**config.mk**
```make
export PLATFORM = sky130hd
export DESIGN_NAME = toffoli_rr_mux
export DESIGN_NICKNAME = d
export VERILOG_FILES = /design/src/rtl/toffoli_pkg.sv /design/src/rtl/toffoli_gate.sv /design/src/rtl/toffoli_mux2_w.sv /design/src/rtl/toffoli_rr_mux.sv
export SDC_FILE = /design/constraint.sdc
export NUM_CORES = 1
export LEC_CHECK = 0
export BUFFER_PORTS_ARGS = -buffer_cell sky130_fd_sc_hd__buf_2
export CORE_MARGIN = 5
export CORE_UTILIZATION = 41
export CTS_BUF_LIST = sky130_fd_sc_hd__clkbuf_4 sky130_fd_sc_hd__clkbuf_8
export DETAILED_ROUTE_END_ITERATION = 16
export GPL_TIMING_DRIVEN = 0
export PLACE_DENSITY = 0.8
export SLEW_MARGIN = 20
export SYNTH_ARGS = -nofsm -noshare
export SYNTH_HDL_FRONTEND = slang
export SYNTH_SLANG_ARGS = --single-unit
```
**constraint.sdc**
```tcl
create_clock -name clk -period 1.48 [get_ports clk]
set_input_delay 0.148 -clock clk [delete_from_list [all_inputs] [get_ports clk]]
set_output_delay 0.148 -clock clk [all_outputs]
set_load 0.1 [all_outputs]
```
**src/rtl/toffoli_pkg.sv**
```systemverilog
// Shared constants and helpers for the Toffoli-based round-robin mux.
// Ancilla values are the constant inputs that turn a Toffoli gate into AND or NOT.
package toffoli_pkg;

  localparam logic ANC0       = 1'b0;
  localparam logic ANC1       = 1'b1;
  localparam logic MODE_RR    = 1'b0;
  localparam logic MODE_FIXED = 1'b1;

  // Ceiling log2, used to size channel indices and to locate tree levels.
  function automatic int toffoli_lgn(input int n);
    int r;
    r = 32'sd0;
    while ((32'sd1 <<< r) < n) begin
      r = r + 32'sd1;
    end
    return r;
  endfunction

endpackage

```
**src/rtl/toffoli_gate.sv**
```systemverilog
// Reversible Toffoli (CCNOT) primitive: controls pass through, target flips when both controls are 1.
module toffoli_gate (
  input  logic i_a,
  input  logic i_b,
  input  logic i_c,
  output logic o_p,
  output logic o_q,
  output logic o_r
);

  assign o_p = i_a;
  assign o_q = i_b;
  assign o_r = i_c ^ (i_a & i_b);

endmodule

```
**src/rtl/toffoli_mux2_w.sv**
```systemverilog
// W-bit 2:1 mux whose every bit is y = (s & d1) | (!s & d0) built purely from Toffoli cells.
// OR is formed as NOT(AND(NOT a, NOT b)); all pass-through control copies are garbage.
module toffoli_mux2_w
  import toffoli_pkg::*;
#(
  parameter int W = 8
) (
  input  logic         i_sel,
  input  logic [W-1:0] i_d0,
  input  logic [W-1:0] i_d1,
  output logic [W-1:0] o_y
);

  for (genvar b = 0; b < W; b++) begin : g_bit
    logic        w_sel_n;
    logic        w_t1;
    logic        w_t0;
    logic        w_t1_n;
    logic        w_t0_n;
    logic        w_nor;
    logic [13:0] w_unused_garb;

    toffoli_gate u_not_s (.i_a(ANC1),    .i_b(ANC1),     .i_c(i_sel),
                          .o_p(w_unused_garb[0]),  .o_q(w_unused_garb[1]),  .o_r(w_sel_n));
    toffoli_gate u_and_1 (.i_a(i_sel),   .i_b(i_d1[b]),  .i_c(ANC0),
                          .o_p(w_unused_garb[2]),  .o_q(w_unused_garb[3]),  .o_r(w_t1));
    toffoli_gate u_and_0 (.i_a(w_sel_n), .i_b(i_d0[b]),  .i_c(ANC0),
                          .o_p(w_unused_garb[4]),  .o_q(w_unused_garb[5]),  .o_r(w_t0));
    toffoli_gate u_not_1 (.i_a(ANC1),    .i_b(ANC1),     .i_c(w_t1),
                          .o_p(w_unused_garb[6]),  .o_q(w_unused_garb[7]),  .o_r(w_t1_n));
    toffoli_gate u_not_0 (.i_a(ANC1),    .i_b(ANC1),     .i_c(w_t0),
                          .o_p(w_unused_garb[8]),  .o_q(w_unused_garb[9]),  .o_r(w_t0_n));
    toffoli_gate u_and_n (.i_a(w_t1_n),  .i_b(w_t0_n),   .i_c(ANC0),
                          .o_p(w_unused_garb[10]), .o_q(w_unused_garb[11]), .o_r(w_nor));
    toffoli_gate u_not_y (.i_a(ANC1),    .i_b(ANC1),     .i_c(w_nor),
                          .o_p(w_unused_garb[12]), .o_q(w_unused_garb[13]), .o_r(o_y[b]));
  end

endmodule

```
**src/rtl/toffoli_rr_mux.sv**
```systemverilog
// N-channel arbitrated mux (round-robin or fixed priority) with a registered valid/ready output.
// Data selection runs through a binary tree of Toffoli mux cells steered by the grant index.
module toffoli_rr_mux
  import toffoli_pkg::*;
#(
  parameter int N   = 4,
  parameter int W   = 8,
  parameter int LGN = toffoli_lgn(N)
) (
  input  logic             clk,
  input  logic             rst,
  input  logic             mode,
  input  logic [N-1:0]     in_valid,
  input  logic [N*W-1:0]   in_data,
  output logic [N-1:0]     in_ready,
  output logic             out_valid,
  output logic [W-1:0]     out_data,
  output logic [LGN-1:0]   out_chan,
  input  logic             out_ready
);

  logic           r_out_valid;
  logic [W-1:0]   r_out_data;
  logic [LGN-1:0] r_out_chan;
  logic [LGN-1:0] r_ptr;

  logic           w_load;
  logic           w_grant_vld;
  logic [LGN-1:0] w_grant_idx;
  logic [LGN-1:0] w_cand;
  logic [N-1:0]   w_in_ready;
  logic [W-1:0]   w_node [1:2*N-1];

  assign w_load = !r_out_valid | out_ready;

  // Grant search; scanning from the far end lets the nearest requester overwrite earlier hits.
  always_comb begin
    w_grant_vld = 1'b0;
    w_grant_idx = {LGN{1'b0}};
    w_cand      = {LGN{1'b0}};
    if (mode == MODE_FIXED) begin
      for (int i = N - 1; i >= 0; i--) begin
        w_grant_vld = in_valid[i] ? 1'b1 : w_grant_vld;
        w_grant_idx = in_valid[i] ? LGN'(i) : w_grant_idx;
      end
    end else begin
      for (int k = N; k >= 1; k--) begin
        w_cand      = r_ptr + LGN'(k);
        w_grant_vld = in_valid[w_cand] ? 1'b1 : w_grant_vld;
        w_grant_idx = in_valid[w_cand] ? w_cand : w_grant_idx;
      end
    end
  end

  // One-hot accept strobe toward the granted channel only.
  always_comb begin
    w_in_ready = {N{1'b0}};
    if (!rst && w_load && w_grant_vld) begin
      w_in_ready[w_grant_idx] = 1'b1;
    end else begin
      w_in_ready = {N{1'b0}};
    end
  end

  // Heap-ordered tree: leaves N..2N-1 are channels, node k muxes children 2k and 2k+1.
  for (genvar i = 0; i < N; i++) begin : g_leaf
    assign w_node[N+i] = in_data[i*W +: W];
  end

  for (genvar k = 1; k < N; k++) begin : g_node
    localparam int D = toffoli_lgn(k + 1) - 1;
    toffoli_mux2_w #(.W(W)) u_mux (
      .i_sel (w_grant_idx[LGN-1-D]),
      .i_d0  (w_node[2*k]),
      .i_d1  (w_node[2*k+1]),
      .o_y   (w_node[k])
    );
  end

  // Output register and round-robin pointer.
  always_ff @(posedge clk) begin
    if (rst) begin
      r_out_valid <= 1'b0;
      r_out_data  <= {W{1'b0}};
      r_out_chan  <= {LGN{1'b0}};
      r_ptr       <= {LGN{1'b1}};
    end else if (w_load) begin
      if (w_grant_vld) begin
        r_out_valid <= 1'b1;
        r_out_data  <= w_node[1];
        r_out_chan  <= w_grant_idx;
        if (mode == MODE_RR) begin
          r_ptr <= w_grant_idx;
        end
      end else begin
        r_out_valid <= 1'b0;
      end
    end
  end

  assign in_ready  = w_in_ready;
  assign out_valid = r_out_valid;
  assign out_data  = r_out_data;
  assign out_chan  = r_out_chan;

endmodule

```
=== Word-level counts from Yosys, hierarchy flattened ===
Cells that the tools add are included.

* Bits in registers: 13
* Input bits: 40
* Output and inout bits: 15
* Word-level logic and storage cells: 198

* Add/subtract/negate cells: 3
* $lt $le $gt $ge: 6
* Muxes and demuxes: 30
* Bitwise logic cells: 148
* Reduce and logical (&&, ||, !) cells: 7

{| class="wikitable"
|+ Operators with widths
! kind !! count
|-
| inverter 1 bit || 75
|-
| AND 1 bit || 72
|-
| 2-to-1 mux 2 bit || 9
|-
| < comparator 2 x 3 -> 1 bit (second input constant) || 5
|-
| 2-to-1 mux 1 bit || 15
|-
| binary-select mux 1 bit (select 2 bit) || 4
|-
| adder 2 bit (second input constant) || 2
|-
| 2-to-1 mux 4 bit || 1
|-
| logical AND 1 bit || 3
|-
| AND reduction 3 bit || 1
|-
| adder 2 x 1 -> 2 bit (second input constant) || 1
|-
| demux 1 bit (select 2 bit) || 1
|-
| >= comparator 2 x 1 -> 1 bit (second input constant) || 1
|-
| zero test 1 bit || 2
|-
| AND reduction 2 bit || 1
|-
| bitwise OR 1 bit || 1
|}

=== Logic depth before layout (Yosys ltp) ===
* Depth in word-level cells: 16
* Mapped depth: 8
* Depth with buffers taken out: 5

=== By module ===
Synthesis repeated with hierarchy kept, for this count alone.

* Cell total of the unflattened synthesis: 770
* Area, all modules: 5357.6 sq um

{| class="wikitable"
|+ Modules (own cells, without submodules)
! module !! times used !! cells an instance !! area each (sq um) !! sequential area each (sq um)
|-
| toffoli_gate || 168 || 4 || 27.5 || 0.0
|-
| toffoli_rr_mux || 1 || 92 || 710.7 || 260.2
|-
| toffoli_mux2_w || 3 || 2 || 7.5 || 0.0
|}

=== Least setup slack after synthesis ===
No wires, ideal clock.

* Path type: register -> output
* From: reg r_out_valid, in the netlist out_valid
* To: out in_ready[0]
* Data arrival time: 2.639 ns
* Data required time: 1.332 ns
* Setup slack: -1.307 ns
* Cell stages (with the launch flop): 6
* Buffers on the path: 0
* Path through: dfxtp_1 > nand2b_1 > nand2_2 > nor2_1 > nand2_1 > nor2_1

* Longest elaborated chain between the ends: 5

{| class="wikitable"
|+ Ends and longest elaborated chain
! element !! line !! RTL
|-
| start: declaration || toffoli_rr_mux.sv:22 || <nowiki>logic r_out_valid;</nowiki>
|-
| start signal: assignment || toffoli_rr_mux.sv:83 || <nowiki>r_out_valid <= 1'b0;</nowiki>
|-
| start signal: assignment || toffoli_rr_mux.sv:89 || <nowiki>r_out_valid <= 1'b1;</nowiki>
|-
| start signal: assignment || toffoli_rr_mux.sv:96 || <nowiki>r_out_valid <= 1'b0;</nowiki>
|-
| zero test 1 bit || toffoli_rr_mux.sv:34 || <nowiki>assign w_load = !r_out_valid | out_ready;</nowiki>
|-
| bitwise OR 1 bit || toffoli_rr_mux.sv:34 ||
|-
| logical AND 1 bit (2 in a row) || toffoli_rr_mux.sv:58 || <nowiki>if (!rst && w_load && w_grant_vld) begin</nowiki>
|-
| 2-to-1 mux 4 bit || toffoli_rr_mux.sv:58 ||
|-
| end: declaration || toffoli_rr_mux.sv:15 || <nowiki>output logic [N-1:0] in_ready,</nowiki>
|}

No other way between the ends.

=== Worst setup path in the final report ===
* From: reg r_ptr[1]
* To: out in_ready[3]

* Longest elaborated chain between the ends: 12
* Elaborated cells on any way between the ends: 28
* Classes of those cells: 3 x add/sub; 2 x order compare; 21 x mux; 2 x reduce/logical

{| class="wikitable"
|+ Ends and longest elaborated chain
! element !! line !! RTL
|-
| start: declaration || toffoli_rr_mux.sv:25 || <nowiki>logic [LGN-1:0] r_ptr;</nowiki>
|-
| start signal: assignment || toffoli_rr_mux.sv:86 || <nowiki>r_ptr <= {LGN{1'b1}};</nowiki>
|-
| start signal: assignment || toffoli_rr_mux.sv:93 || <nowiki>r_ptr <= w_grant_idx;</nowiki>
|-
| adder 2 bit or binary-select mux 1 bit (select 2 bit) (tied branches) || toffoli_rr_mux.sv:48, toffoli_rr_mux.sv:49, toffoli_rr_mux.sv:50 ||
|-
| binary-select mux 1 bit (select 2 bit) or 2-to-1 mux 1 bit (tied branches) || toffoli_rr_mux.sv:49, toffoli_rr_mux.sv:50 ||
|-
| 2-to-1 mux 1 bit (implied by the code) or 2-to-1 mux 2 bit (tied branches) || toffoli_rr_mux.sv:49, toffoli_rr_mux.sv:50 ||
|-
| 2-to-1 mux 2 bit (3 in a row) || toffoli_rr_mux.sv:50 || <nowiki>w_grant_idx = in_valid[w_cand] ? w_cand : w_grant_idx;</nowiki>
|-
| 2-to-1 mux 2 bit || toffoli_rr_mux.sv:41 || <nowiki>if (mode == MODE_FIXED) begin</nowiki>
|-
| < comparator 2 x 3 -> 1 bit (implied by the code) or >= comparator 2 x 1 -> 1 bit (tied branches) || toffoli_rr_mux.sv:59 || <nowiki>w_in_ready[w_grant_idx] = 1'b1;</nowiki>
|-
| logical AND 1 bit (implied by the code) || toffoli_rr_mux.sv:59 ||
|-
| 2-to-1 mux 1 bit (implied by the code) || toffoli_rr_mux.sv:59 ||
|-
| demux 1 bit (select 2 bit) || toffoli_rr_mux.sv:59 ||
|-
| 2-to-1 mux 4 bit * || toffoli_rr_mux.sv:58 ||
|}

Mark *: on every way between the ends. The rest lies on a longest branch, timed or not. The select of a mux whose other input is x is not followed.

==> reports/metrics.csv <==
metric,value,unit
run status,"complete, but fails checks",
failing checks,setup timing,
Worst Path Arrival,1.77,ns
setup violators final,15,
Simple-Gate Fraction of Synth Area,29.48,%
Max Fclk,521.6,MHz
post-DP HPWL,2.356,mm
fin worst setup slack,-0.4373,ns
Layout area overhead,74.88,%
synth cell count leaders,"13 x dfxtp_1, 13 x nand2_1, 13 x nor2_1",
DR pass1 iterations,5,
cell area after synthesis,0.001006,sq mm
DRC viols,0,
Synth Warn #,0,
Area after DPL,0.001428,sq mm
max_cap viols,0,
Synth area leaders,"dfxtp_1 26%, mux2i_1 12%, o221ai_1 5.2%, nand2_1 4.9%, nor2_1 4.9%",
syn_area_per_cell,7.984,sq um
post-route cell area,0.001759,sq mm
Power per Cell Area,890.1,mW/mm^2
worst hold path class,in -> reg,
number of buffers added on ports,52,
Final Hold Vio Count,0,
first-pass GRT wire length,5.147,mm
Post-Synth Adder-Cell Area,0,%
full die area,0.003544,sq mm
slew margin rel.,63.78,%
mean routed wirelength per cell,15.30,um
Final Cycle Share,129.5,%
combinational family with the most area after synthesis,simple AND/OR/NAND/NOR gates,
DR vias/cell,5.603,
CP most frequent cell,nor2_4,
worst-path cell with the longest stage delay,dfxtp_2,
GR Util All Layers,18.96,%
Core Footprint,0.002410,sq mm
"Reg clk slew, reported paths",0.08,ns
critical path class,reg -> out,
H-tree levels,1,
Rows,18,
TNS Setup,-3.667,ns
GPL Wtd Cong,0.7974,
Post-synth EDFFs,0,
Worst Tran Pin Value,0.5433,ns
"slowest stage delay, CP",0.34,ns
Synth Area in Compound Gates,25.00,%
Syn Nets,166,
global route overflow,0,
post-synthesis mux area share,11.94,%
Die W,59.54,um
Lkg Pwr,0.8516,nW
Worst EP required,1.33,ns
post-synth top area share,25.87,%
worst-path fanout max,7,
Critical Path Sink Type,output port,
largest net degree at the start of global routing,11,
Pwr Total,1.566,mW
main flop type after synthesis,dfxtp_1,
largest area contributor in the synthesized netlist,dfxtp_1,
Seq cells post-synth,13,
initial antenna violation count,0,
Clock Latency Late Sink,0.29,ns
Starting Density,41.74,%
CTS tree,built,
die height,59.54,um
CP Launch Type,flip-flop,
initial DRC count,35,
crit-path cells,"buf_6, a2bb2oi_1, o22ai_2, nor2_4, nand2_4, nor2_4, buf_12",
post-layout util,73.00,%
Clock Sinks,13,
Root Buffer,clkbuf_4,
number of global-route vias before repair,1173,
IO Pins,55,
Final Max Slew Viols,0,
maximum vdd drop,0.7597,mV
XOR/XNOR Fraction of Synth Area,0,%
register area share after synthesis,25.87,%
Routed Wire Length,3.549,mm
post-layout min period,1.917,ns
Cell variety after synth,40,
async set-reset flop share out of synthesis,0,%
via count,1300,
fin nets,243,
share of layout cells above drive strength 1,58.42,%
Antenna diodes,0,
Syn Inst Count,126,
RSZ-0062 raised after global routing,yes,
total CTS buffers,3,
Longest Clk Path Bufs,2,
Final Skew,0.004453,ns
Routed Antenna Nets,0,
## final timing paths
path / startpoint / endpoint / slack, ns / depth (start not counted)
worst max register to register: r_ptr[1] / out_data[2] / -0.26 / 8
worst min register to register: out_data[5] / out_data[5] / 0.46 / 2
worst max-delay path: r_ptr[1] / in_ready[3] / -0.44 / 7
worst min-delay path: out_ready / out_valid / 0.15 / 3
## per-layer routing
metal	global-route usage (%)	wire, um
met2	33.23	1856
met1	22.41	1415
met3	5.447	260
met5	0	0
met4	5.063	16
## stage by stage
| step | hold slack, ns | std cells | setup slack (ns) |
|---|---|---|---|
| 2_1_floorplan | 0.3091 | 126 | -0.2475 |
| 3_3_place_gp | 0.4048 | 208 | -0.3534 |
| 3_5_place_dp | 0.4327 | 208 | -0.3715 |
| 4_1_cts | 0.1327 | 228 | -0.3505 |
| 5_1_grt | 0.1417 | 232 | -0.4854 |
| 6_report | 0.1455 | 232 | -0.4373 |
## registers in the layout, indices dropped and copies added, names as in the netlist
name and flops:
r_ptr 2, out_data 8, out_chan 2, out_valid 1
## cells in the final DEF (no fill, tap or decap), types with 3 or more instances in the layout
master / n
nand2_1: 10
nand2_2: 3
a21oi_1: 3
nand4_1: 3
dfxtp_2: 4
buf_12: 6
dfxtp_1: 8
nor2_4: 7
clkbuf_4: 4
nor2b_1: 5
nor2_1: 6
buf_4: 16
o21ai_1: 3
buf_2: 50
o221ai_1: 6
mux2i_1: 12
buf_6: 7
a21o_1: 3
## final cells by class
cell class                      count  area (sq um)
Sequential cell                    13         269.0
Clock buffer                        4         30.03
Buffer                              8         78.83
Inverter                            2         7.507
Timing Repair Buffer               74         536.8
Multi-Input combinational cell    101         799.5
Fill cell                         169         650.6
Tap cell                           30         37.54
## power breakdown
| part | internal (mW) | total [mW] | switching [mW] | leakage [nW] |
|---|---|---|---|---|
| clock | 0.123 | 0.249 | 0.126 | 0.0184 |
| combinational | 0.329 | 0.901 | 0.572 | 0.725 |
| sequential | 0.393 | 0.416 | 0.0228 | 0.108 |
| total | 0.846 | 1.57 | 0.720 | 0.852 |
## timing repair
item,4_1_cts,5_1_grt
hold endpoints to repair,0,0
resized for setup,29,12
setup endpoints to repair,12,14
hold buffers,0,0
pin swaps,14,16
buffers inserted,17,4
gates cloned,1,0
## logic make-up (layout without fill, tap and decap cells)
group / Yosys count / after routing
flops: 13 / 13
buf+inv: 12 / 88
simple gates: 54 / 54
compound gates: 35 / 35
mux: 12 / 12
## worst max-delay path, delay by kind of cell, from the launching register on
family	cells	cell delay (ns)
AOI/OAI and AO/OA	2	0.42
and+or+nand+nor	3	0.41
DFF	1	0.34
buffers and inverters	2	0.31
(Power assumes the default switching activity.)
